**config.mk**
```make
export PLATFORM = sky130hd
export DESIGN_NAME = mem_access_unit
export DESIGN_NICKNAME = d
export VERILOG_FILES = /design/src/rtl/mem_access_unit.sv
export SDC_FILE = /design/constraint.sdc
export NUM_CORES = 1
export LEC_CHECK = 0
export CAP_MARGIN = 15
export CORE_MARGIN = 2
export CORE_UTILIZATION = 30
export CTS_BUF_LIST = sky130_fd_sc_hd__clkbuf_4 sky130_fd_sc_hd__clkbuf_8
export DETAILED_ROUTE_END_ITERATION = 7
export MAX_ROUTING_LAYER = met4
export SYNTH_ARGS = -nofsm -noshare
export SYNTH_HDL_FRONTEND = slang
export SYNTH_SLANG_ARGS = --single-unit
```
**constraint.sdc**
```tcl
create_clock -name clk -period 2 [get_ports clk]
set_input_delay 0.4 -clock clk [delete_from_list [all_inputs] [get_ports clk]]
set_output_delay 0.4 -clock clk [all_outputs]
set_load 0.01 [all_outputs]
```
**src/rtl/mem_access_unit.sv**
```systemverilog
// mem_access_unit: MEM-stage data-memory access sequencer.
// One request per instruction through an IDLE -> REQ -> DONE handshake,
// stalling the pipeline until the memory acknowledges.
// Optional feature: define MEM_TIMEOUT_EN to abort a request that has not been
// acknowledged within TIMEOUT_CYCLES REQ cycles (err pulse in DONE).
module mem_access_unit #(
  parameter int ADDR_W         = 16,
  parameter int DATA_W         = 16,
  parameter int TIMEOUT_CYCLES = 15
) (
  input  logic              clk,
  input  logic              rst_n,
  input  logic              mem_en,
  input  logic              rw,
  input  logic              data_write,
  input  logic [ADDR_W-1:0] addr,
  input  logic [DATA_W-1:0] wdata,
  output logic              mem_req,
  output logic              mem_we,
  output logic [ADDR_W-1:0] mem_addr,
  output logic [DATA_W-1:0] mem_wdata,
  input  logic              mem_ack,
  input  logic [DATA_W-1:0] mem_rdata,
  output logic              stall,
  output logic [DATA_W-1:0] rdata,
  output logic              rdata_valid,
  output logic              wb_en,
  output logic              err
);

  typedef enum logic [1:0] {IDLE, REQ, DONE} state_t;

  state_t state;
  logic   cap_rw;
  logic   cap_dw;

  if (TIMEOUT_CYCLES < 1) begin : g_bad_timeout
    $error("mem_access_unit: TIMEOUT_CYCLES must be at least 1");
  end

`ifdef MEM_TIMEOUT_EN
  localparam int CNT_W = $clog2(TIMEOUT_CYCLES + 1);
  logic [CNT_W-1:0] tcnt;
  logic             at_limit;

  // This REQ cycle is the last one allowed without an acknowledge.
  always_comb begin
    at_limit = (tcnt == CNT_W'(TIMEOUT_CYCLES - 1));
  end
`else
  assign err = 1'b0;
`endif

  // Hold the pipeline while an instruction is being accepted or is waiting on memory.
  always_comb begin
    stall = (state == REQ) || ((state == IDLE) && mem_en);
  end

  // Request sequencer; all memory-side and write-back outputs are registered here.
  always_ff @(posedge clk or negedge rst_n) begin
    if (!rst_n) begin
      state       <= IDLE;
      cap_rw      <= 1'b0;
      cap_dw      <= 1'b0;
      mem_req     <= 1'b0;
      mem_we      <= 1'b0;
      mem_addr    <= '0;
      mem_wdata   <= '0;
      rdata       <= '0;
      rdata_valid <= 1'b0;
      wb_en       <= 1'b0;
`ifdef MEM_TIMEOUT_EN
      err         <= 1'b0;
      tcnt        <= '0;
`endif
    end else begin
      rdata_valid <= 1'b0;
      wb_en       <= 1'b0;
`ifdef MEM_TIMEOUT_EN
      err         <= 1'b0;
`endif
      case (state)
        IDLE: begin
          if (mem_en) begin
            mem_addr  <= addr;
            mem_wdata <= wdata;
            mem_we    <= ~rw;
            cap_rw    <= rw;
            cap_dw    <= data_write;
            mem_req   <= 1'b1;
`ifdef MEM_TIMEOUT_EN
            tcnt      <= '0;
`endif
            state     <= REQ;
          end
        end
        REQ: begin
          // An acknowledge on the limit cycle still completes normally.
          if (mem_ack) begin
            mem_req     <= 1'b0;
            rdata_valid <= cap_rw;
            wb_en       <= cap_dw;
            if (cap_rw) begin
              rdata <= mem_rdata;
            end
            state <= DONE;
          end
`ifdef MEM_TIMEOUT_EN
          else if (at_limit) begin
            mem_req <= 1'b0;
            err     <= 1'b1;
            state   <= DONE;
          end else begin
            tcnt <= tcnt + 1'b1;
          end
`endif
        end
        DONE: begin
          // mem_en here belongs to the instruction being completed.
          state <= IDLE;
        end
        default: begin
          state <= IDLE;
        end
      endcase
    end
  end

endmodule

```
==> flow_metrics.env <==
export IMPL_status="finished clean"
export IMPL_cts_sinks=56
export IMPL_first_pass_iters=4
export IMPL_hp_class="in2async"
export IMPL_worstPathRequired_ns=1.60
export IMPL_ys_seq_area_share_pct=64.70
export IMPL_io_pin_count=108
export IMPL_clk_pin_slew_ns=0.10
export IMPL_cp_startpoint="mem_en"
export IMPL_drive_above_1_share_pct=26.89
export IMPL_cp_endpoint="stall"
export IMPL_die_y_um=88.97
export IMPL_postCtsHoldBufs=0
export IMPL_cts_tree="yes"
export IMPL_num_rows=30
export IMPL_cts_buffers=5
export IMPL_ys_seq_elements=56
export IMPL_finalHoldViolations=0
export IMPL_sequentialPowerShare_pct=39.8
export IMPL_tns_ns=0
export IMPL_timing_rr_start="state[1]$_DFFE_PN0P_"
export IMPL_p_total_mw=4.963
export IMPL_synth_adder_area_share_pct=0
export IMPL_path_common_cell="nor2_1"
export IMPL_vias=1407
export IMPL_grt_pass1_wl_mm=7.120
export IMPL_place_ws_ns=0.001072
export IMPL_synthesis_nets=181
export IMPL_fin_crit_ns=1.723
export IMPL_n_fill_cell=637
export IMPL_post_cts_setup_buffer_count=0
export IMPL_switching_share_pct=29.35
export IMPL_antenna_found_initial=0
export IMPL_post_route_period_util_pct=86.16
export IMPL_chipWidth_um=88.97
export IMPL_dieArea_um2=7915
export IMPL_crit_chain="clkdlybuf4s50_1 > nor2_1 > nor2_1 > dlygate4sd2_1"
export IMPL_multi_input_area_um2=688.2
export IMPL_ctsResizeCount=1
export IMPL_clockBufferDepth=2
export IMPL_power_density_nw_per_um2=1452
export IMPL_dr_first_iter_drc_count=32
export IMPL_clock_skew_ns=0.002331
export IMPL_leakage_nw=1.439
export IMPL_overflow=0
export IMPL_grt_max_degree=36
export IMPL_dp_hpwl_mm=3.549
export IMPL_slew_limit_headroom_pct=64.79
export IMPL_synthMuxAreaShare_pct=28.02
export IMPL_synth_compound_area_share_pct=1.040
export IMPL_grtUsageTotal_pct=12.40
export IMPL_coreArea_um2=6907
export IMPL_synth_top_area_cell="dfrtp_1"
export IMPL_r2r_cells=3
export IMPL_intPower_mw=3.506
export IMPL_rsz0062_at_grt="false"
export IMPL_arrival_ns=1.32
export IMPL_r2r_slack_ns=0.53
export IMPL_netlist_area_um2=2166
export IMPL_tightestPinTransition_ns=0.5281
export IMPL_crit_fanout=3
export IMPL_postLayoutCoreUtil_pct=49.47
export IMPL_yosys_warnings=0
export IMPL_synth_enable_flop_cells=0
export IMPL_synth_top_family_by_area="multiplexers"
export IMPL_drc=0
export IMPL_synth_common_cells="dfrtp_1 (56), mux2_2 (40), mux2_4 (9)"
export IMPL_crit_path_max_incr_delay_ns=0.51
export IMPL_synth_flop_cell="dfrtp_1"
export IMPL_io_buffers=106
export IMPL_antenna_cells=0
export IMPL_ys_types=18
export IMPL_synth_top_cell_area_share_pct=64.70
export IMPL_initial_core_util_pct=31.36
export IMPL_crit_type="in2out"
export IMPL_netlist_instances=127
export IMPL_netlist_top_cells_area="dfrtp_1 (65%), mux2_2 (21%), mux2_4 (6.2%), buf_6 (1.6%), buf_12 (0.92%)"
export IMPL_drt_vias_per_instance=4.213
export IMPL_startpoint_type="input port"
export IMPL_yosysMostFrequentCell="dfrtp_1"
export IMPL_grt_pass1_vias=1398
export IMPL_setup_viol=0
export IMPL_cts_root_buffer="clkbuf_8"
export IMPL_async_flop_share_pct=100.0
export IMPL_clkPwrFrac_pct=13.0
export IMPL_syn_area_per_cell_um2=17.05
export IMPL_yosys_area_share_simple_pct=2.542
export IMPL_worst_path_max_delay_cell="clkdlybuf4s50_1"
export IMPL_r2r_end="rdata[5]$_DFFE_PN0P_"
export IMPL_syn2layout_area_growth_pct=57.77
export IMPL_maxCapViolations=0
export IMPL_nNetsFinal=291
export IMPL_final_max_slew_viol_count=0
export IMPL_seqCellArea_um2=1401
export IMPL_whs_ns=0.06012
export IMPL_ir_worst_vdd_mv=0.5056
export IMPL_wl_mm=4.825
export IMPL_avgRoutedWirePerCell_um=14.45
export IMPL_comb_power_share_pct=47.3
export IMPL_clk_latency_ns=0.30
export IMPL_synthXorXnorAreaFrac_pct=0
export IMPL_h_tree_depth=2
export IMPL_setup_worst_path_end_class="primary output"
export IMPL_layout_setup_ws_ns=0.2768
export IMPL_fmax_mhz=580.3
export IMPL_gp_congestion=0.7442
export IMPL_ant_nets=0
export IMPL_p_sw_mw=1.456
==> cells in the final DEF (no fill, tap or decap) <==
master,synthesis,routed
nand2_4,1,1
a211oi_1,1,1
clkinvlp_4,0,2
buf_2,0,1
a21oi_1,1,1
nor3b_4,1,1
clkbuf_8,0,6
dlygate4sd2_1,0,1
inv_1,4,4
mux2_2,40,40
buf_12,1,2
nor2_1,2,2
o21ai_0,2,2
and2_2,1,1
mux2_1,1,1
mux2_4,9,9
clkdlybuf4s50_1,0,104
dfrtp_1,56,56
and3b_2,1,1
conb_1,1,1
mux2i_1,1,1
==> state kept, by name (all words and copies together) (netlist names) <==
signal	flops
cap_dw	1
cap_rw	1
mem_addr	16
mem_req	1
mem_wdata	16
mem_we	1
rdata	16
rdata_valid	1
state	2
wb_en	1
==> power by group through the flow <==
stage	Clock [mW]	Sequential [mW]	Combinational, mW
floorplan	0	2.25	0.793
global placement	0	1.98	2.37
detailed placement	0	2.01	2.39
CTS	0.682	1.98	2.39
global route	0.720	2.06	2.50
finish	0.643	1.97	2.35
==> worst min path at each step <==
stage	slack, ns	to	startpoint	cells after the start
after CTS	0.07	rdata[10]$_DFFE_PN0P_	rst_n	1
after detailed placement	0.41	rdata[10]$_DFFE_PN0P_	rst_n	1
after floorplan	0.10	cap_dw$_DFFE_PN0P_	rst_n	0
final	0.06	rdata[10]$_DFFE_PN0P_	rst_n	1
after global routing	0.08	rdata[10]$_DFFE_PN0P_	rst_n	1
after global placement	0.41	rdata[10]$_DFFE_PN0P_	rst_n	1
==> worst max-delay path, delay by kind of cell <==
family / cells / cell delay (ns)
AND/OR/NAND/NOR: 2 / 0.15
buffers and inverters: 2 / 0.78
==> stage by stage <==
| stage | instance area, um^2 | instances |
|---|---|---|
| after floorplan | 2166 | 127 |
| after global placement | 3321 | 326 |
| after detailed placement | 3321 | 326 |
| after CTS | 3417 | 334 |
| after global routing | 3417 | 334 |
| final | 3417 | 334 |
==> routing by layer <==
| metal | track usage [%] | up-vias | wire [um] |
|---|---|---|---|
| met4 | 4.071 | 0 | 58 |
| met2 | 17.84 | 66 | 2195 |
| met1 | 16.76 | 682 | 2152 |
| met3 | 3.878 | 7 | 418 |
| li1 | - | 652 | - |
| met5 | - | - | 0 |
==> area by class of cell <==
| cell class | count | area share, % |
|---|---|---|
| inverter | 4 | 0.4394 |
| clock inverter | 2 | 0.4394 |
| tap | 96 | 3.515 |
| multi-input combinational | 62 | 20.14 |
| sequential | 56 | 41.01 |
| clock buffer | 6 | 2.417 |
| timing repair buffer | 108 | 32.04 |
==> cells by family after synthesis <==
kind of cell,Yosys count
flip-flops,56
AND/OR/NAND/NOR,6
buffers and inverters,9
multiplexers,51
other,1
AO/OA/AOI/OAI,4
Power figures use the tool's default switching activity.
